`config.mk`:
```
export PLATFORM = sky130hd
export DESIGN_NAME = uart_rx_sampler
export DESIGN_NICKNAME = d
export VERILOG_FILES = /design/src/rtl/uart_pkg.sv /design/src/rtl/uart_baud_tick.sv /design/src/rtl/uart_rx_sampler.sv
export SDC_FILE = /design/constraint.sdc
export NUM_CORES = 1
export LEC_CHECK = 0
export BUFFER_PORTS_ARGS = -buffer_cell sky130_fd_sc_hd__buf_2
export CAP_MARGIN = 10
export CORE_MARGIN = 1.5
export CORE_UTILIZATION = 55
export DETAILED_ROUTE_END_ITERATION = 12
export GPL_ROUTABILITY_DRIVEN = 0
export GPL_TIMING_DRIVEN = 0
export PLACE_DENSITY = 0.83
export RECOVER_POWER = 25
export SETUP_SLACK_MARGIN = 0.5
export SLEW_MARGIN = 25
export SYNTH_ARGS = -nofsm -noshare
export SYNTH_HDL_FRONTEND = slang
export SYNTH_SLANG_ARGS = --single-unit
export TNS_END_PERCENT = 100
```
`constraint.sdc`:
```
create_clock -name clk -period 3.3 [get_ports clk]
set_input_delay 0.33 -clock clk [delete_from_list [all_inputs] [get_ports clk]]
set_output_delay 0.33 -clock clk [all_outputs]
set_load 0.1 [all_outputs]
```
`src/rtl/uart_pkg.sv`:
```
// uart_pkg: shared FSM state type and baud divider helpers for the UART blocks.
package uart_pkg;
  typedef enum logic [2:0] {IDLE, START, DATA, PARITY, STOP, BREAK} state_e;
  function automatic int calc_div(input int clk_freq, input int baud, input int os);
    return clk_freq / (baud * os);
  endfunction
  function automatic int cnt_w(input int div);
    return (div < 2) ? 1 : $clog2(div);
  endfunction
  localparam int DEF_DIV = calc_div(100_000_000, 9600, 16);
endpackage

```
`src/rtl/uart_baud_tick.sv`:
```
// uart_baud_tick: one-cycle tick every DIV clocks; clr holds the phase at zero.
module uart_baud_tick
  import uart_pkg::*;
#(
  parameter int DIV = DEF_DIV
) (
  input  logic clk,
  input  logic rst_n,
  input  logic clr,
  output logic tick
);
  localparam int CNT_W = cnt_w(DIV);
  if (DIV < 2) begin : g_div_chk
    $error("uart_baud_tick: DIV must be at least 2");
  end
  logic [CNT_W-1:0] cnt_q, cnt_d;
  always_comb begin
    tick = !clr && (cnt_q == CNT_W'(DIV - 1));
    cnt_d = (clr || tick) ? '0 : cnt_q + 1'b1;
  end
  always_ff @(posedge clk or negedge rst_n)
    if (!rst_n) cnt_q <= '0;
    else cnt_q <= cnt_d;
endmodule

```
`src/rtl/uart_rx_sampler.sv`:
```
// uart_rx_sampler: oversampling UART receiver with mid-bit sampling.
// Define UART_RX_PARITY_EN to add a parity bit (PARITY_ODD selects odd parity).
module uart_rx_sampler
  import uart_pkg::*;
#(
  parameter int CLK_FREQ   = 100_000_000,
  parameter int BAUD       = 9600,
  parameter int OVERSAMPLE = 16,
  parameter int DATA_BITS  = 8
`ifdef UART_RX_PARITY_EN
  ,
  parameter bit PARITY_ODD = 1'b0
`endif
) (
  input  logic                 clk,
  input  logic                 rst_n,
  input  logic                 rx,
  output logic [DATA_BITS-1:0] data_out,
  output logic                 data_valid,
  output logic                 frame_err,
  output logic                 busy
);
  localparam int DIV  = calc_div(CLK_FREQ, BAUD, OVERSAMPLE);
  localparam int SC_W = $clog2(OVERSAMPLE + 1);
  localparam int BI_W = $clog2(DATA_BITS);
  if (OVERSAMPLE % 2 != 0 || OVERSAMPLE < 8) begin : g_os_chk
    $error("uart_rx_sampler: OVERSAMPLE must be even and >= 8");
  end
  if (DATA_BITS < 5 || DATA_BITS > 9) begin : g_db_chk
    $error("uart_rx_sampler: DATA_BITS must be 5..9");
  end
  state_e state_q, state_d;
  logic rx_s1_q, rx_s2_q, rx_s;
  logic [SC_W-1:0] sc_q, sc_d, sc_inc;
  logic [BI_W-1:0] bi_q, bi_d;
  logic [DATA_BITS-1:0] sh_q, sh_d, data_q, data_d;
  logic dv_q, dv_d, fe_q, fe_d, busy_q, busy_d;
  logic tick, mid, stop_ok;
`ifdef UART_RX_PARITY_EN
  logic pe_q, pe_d;
`endif
  uart_baud_tick #(.DIV(DIV)) u_tick (
    .clk  (clk),
    .rst_n(rst_n),
    .clr  (state_q == IDLE),
    .tick (tick)
  );
  assign rx_s = rx_s2_q;
  always_comb begin
    sc_inc = sc_q + 1'b1;
    // START samples half a bit in so every later sample lands mid-bit
    mid = tick && (sc_inc == ((state_q == START) ? SC_W'(OVERSAMPLE / 2) : SC_W'(OVERSAMPLE)));
`ifdef UART_RX_PARITY_EN
    stop_ok = rx_s && !pe_q;
    pe_d = pe_q;
`else
    stop_ok = rx_s;
`endif
    state_d = state_q;
    sc_d = mid ? '0 : (tick ? sc_inc : sc_q);
    bi_d = bi_q;
    sh_d = sh_q;
    data_d = data_q;
    dv_d = 1'b0;
    fe_d = 1'b0;
    case (state_q)
      IDLE: begin
        sc_d = '0;
`ifdef UART_RX_PARITY_EN
        pe_d = 1'b0;
`endif
        if (!rx_s) state_d = START;
      end
      START: if (mid) begin
        state_d = rx_s ? IDLE : DATA;
        bi_d = '0;
      end
      DATA: if (mid) begin
        sh_d = {rx_s, sh_q[DATA_BITS-1:1]};
        bi_d = bi_q + 1'b1;
`ifdef UART_RX_PARITY_EN
        if (bi_q == BI_W'(DATA_BITS - 1)) state_d = PARITY;
`else
        if (bi_q == BI_W'(DATA_BITS - 1)) state_d = STOP;
`endif
      end
`ifdef UART_RX_PARITY_EN
      PARITY: if (mid) begin
        pe_d = rx_s != (^sh_q ^ PARITY_ODD);
        state_d = STOP;
      end
`endif
      STOP: if (mid) begin
        data_d = stop_ok ? sh_q : data_q;
        dv_d = stop_ok;
        fe_d = !stop_ok;
        state_d = rx_s ? IDLE : BREAK;
      end
      BREAK: if (rx_s) state_d = IDLE;
      default: state_d = IDLE;
    endcase
    busy_d = state_d != IDLE;
  end
  always_ff @(posedge clk or negedge rst_n)
    if (!rst_n) begin
      rx_s1_q <= 1'b1;
      rx_s2_q <= 1'b1;
      state_q <= IDLE;
      sc_q <= '0;
      bi_q <= '0;
      sh_q <= '0;
      data_q <= '0;
      dv_q <= 1'b0;
      fe_q <= 1'b0;
      busy_q <= 1'b0;
`ifdef UART_RX_PARITY_EN
      pe_q <= 1'b0;
`endif
    end else begin
      rx_s1_q <= rx;
      rx_s2_q <= rx_s1_q;
      state_q <= state_d;
      sc_q <= sc_d;
      bi_q <= bi_d;
      sh_q <= sh_d;
      data_q <= data_d;
      dv_q <= dv_d;
      fe_q <= fe_d;
      busy_q <= busy_d;
`ifdef UART_RX_PARITY_EN
      pe_q <= pe_d;
`endif
    end
  assign data_out = data_q;
  assign data_valid = dv_q;
  assign frame_err = fe_q;
  assign busy = busy_q;
endmodule

```
==> flow_summary.json <==
{
  "antenna_found_initial": 0,
  "relSlewSlack": -0.4508,
  "ys_ff_latch": 42,
  "drv_slew": 43,
  "synth_area_leader_cell": "dfrtp_1",
  "ant_nets": 0,
  "dr.first_iter.drc_count": 112,
  "cts-root-buf": "clkbuf_8",
  "failed_checks": "capacitance limit, slew limit",
  "worstPathRequired_ps": 3490,
  "drive_gt1_frac": 0.2990,
  "netlist_instances": 183,
  "grt_pass1_vias": 1323,
  "final.fill_count": 300,
  "ys_top_cells_by_area": "dfrtp_1 (46%), mux2_2 (8.3%), xnor2_1 (3.6%), ha_1 (3.5%), nor2_1 (2.9%)",
  "crit_path_start_kind": "flip-flop",
  "viasPerCell": 5.563,
  "min_period_over_period": 0.6943,
  "wl_mm": 3.695,
  "yosysUniqueCellTypes": 51,
  "synth-edff-count": 0,
  "final_common_cell": "dfrtp_1",
  "synthesis.area_um2": 2173,
  "setup_tns_ps": 0,
  "coreArea_um2": 3716,
  "hpwl_mm": 2.648,
  "grt_pass1_wl_mm": 5.975,
  "worst_pin_slew_ps": 2176,
  "crit_type": "reg2reg",
  "cts_tree": "done",
  "postCtsSetupRepairBufs": 0,
  "clock_skew_ps": 11.10,
  "clock_path_buffers": 2,
  "clk_pin_slew_ps": 90,
  "rows": 22,
  "vdd_drop_max_mv": 0.4821,
  "yosysWarnings": 0,
  "initial_core_util": 0.5848,
  "max_freq_mhz": 436.5,
  "maxCapViolations": 1,
  "syn_nets": 192,
  "area_growth_pct": 9.960,
  "hp-class": "in2reg",
  "setup_violations": 0,
  "synthArstFlopShare": 1.000,
  "end_kind": "flip-flop",
  "detail_route.wl_per_cell_um": 14.66,
  "drc": 0,
  "numCtsBuffers": 5,
  "cts_hold_buffers": 0,
  "place_area_um2": 2298,
  "grt_max_degree": 43,
  "cts_max_level": 2,
  "cp_max_fo": 9,
  "rsz0062_at_grt": "no",
  "worst_ep_arrival_time_ps": 2480,
  "place.port_buffers": 13,
  "design_area_um2": 2390,
  "cts_sinks": 42,
  "grt_use_total": 0.1836,
  "layout_common_cells": "dfrtp_1 (40), nor2_1 (17), mux2_2 (16)",
  "period_minus_slack_ps": 2291,
  "die_area_um2": 4338,
  "ios": 14,
  "die_y_um": 65.86,
  "vias": 1402,
  "synthFlopType": "dfrtp_1",
  "p_leak_nw": 1.059,
  "clkLatencyLatePin_ps": 310,
  "final_nets": 212,
  "status": "finished, violations left",
  "synth_area_per_cell_um2": 11.88,
  "die_w_um": 65.86,
  "dr.pass1.iters": 4,
  "yosysTopAreaCellShare": 0.4606,
  "powerDensity_nw_per_um2": 365.3,
  "overflow": 0,
  "hold_violations": 0,
  "antenna_cells": 0,
  "ys_seq_area_frac": 0.4847,
  "post_cts_resized": 0
}
worst max-delay path, stage by stage, from the launching register on:
cell	delay [ps]
dfrtp_1	410
ha_1	230
nand3_2	170
xnor2_2	210
nor4_2	510
o2111ai_4	280
mux2_2	350
report_power, final:
group          leakage (nW)  internal (mW)  switching (mW)
clock                0.0408          0.151           0.192
combinational         0.458       0.000951          0.0102
sequential            0.560          0.516         0.00223
total                  1.06          0.669           0.204
metal layers:
metal,up-vias,routed length (µm),track usage,part of all wire
met5,-,0,0,0
met4,0,85,0.08333,0.023
met3,12,117,0.04770,0.032
met2,25,1778,0.2929,0.48
met1,677,1715,0.2340,0.46
li1,688,-,-,-
flip-flops by register name, summed over array words and instances (netlist names):
register / cells
sc_q: 5
state_q: 3
data_out: 8
rx_s1_q: 1
bi_q: 3
busy: 1
u_tick.cnt_q: 10
rx_s: 1
sh_q: 8
frame_err: 1
data_valid: 1
cell usage after synthesis (3+ instances only):
library cell and instances:
dfrtp_1 40, nand3_2 4, nor2_1 17, xor2_1 4, mux2_2 16, inv_1 11
o211ai_1 3, ha_1 6, o21ai_0 6, nand2_1 10, xnor2_1 9, nand3_1 7
stage by stage:
stage | power, mW | hold WS (ps) | instances | setup WS (ps) | util
2_1_floorplan | 0.5293 | 34.41 | 183 | 1215 | -
3_3_place_gp | 0.5409 | 346.0 | 244 | 1037 | 0.6185
3_5_place_dp | 0.5411 | 347.5 | 244 | 1012 | 0.6185
4_1_cts | 0.8834 | 118.5 | 252 | 996.4 | 0.6434
5_1_grt | 0.9028 | 110.9 | 252 | 836.8 | 0.6431
6_report | 0.8730 | 123.7 | 252 | 1009 | 0.6431
logic make-up after synthesis:
logic type | Yosys count | share of synthesized area
DFF | 42 | 0.4847
buffers and inverters | 17 | 0.03397
xor gates and xnor gates | 15 | 0.07254
muxes | 16 | 0.08290
adders and majority gates | 6 | 0.03454
and+or+nand+nor | 63 | 0.1848
AOI/OAI and AO/OA | 24 | 0.1065
area by class of cell:
type	instances	area, µm²	share of cell area
Sequential cell	42	1054	0.4408
Buffer	6	32.53	0.01361
Timing Repair Buffer	13	63.81	0.02670
Inverter	11	41.29	0.01728
Tap cell	48	60.06	0.02513
Clock buffer	5	68.82	0.02880
Clock inverter	3	23.77	0.009948
Multi-Input combinational cell	124	1046	0.4377
final timing paths:
check | cells after the start | slack, ps | from | to
max in group asynchronous | 1 | 1400 | rst_n | sh_q[6]
setup / recovery | 6 | 1010 | sc_q[0] | data_out[0]
min in group asynchronous | 1 | 660 | rst_n | sc_q[3]
setup reg to reg | 6 | 1010 | sc_q[0] | data_out[0]
hold / removal | 1 | 120 | rx | rx_s1_q
hold reg to reg | 0 | 370 | rx_s1_q | rx_s
(Power assumes the default switching activity.)
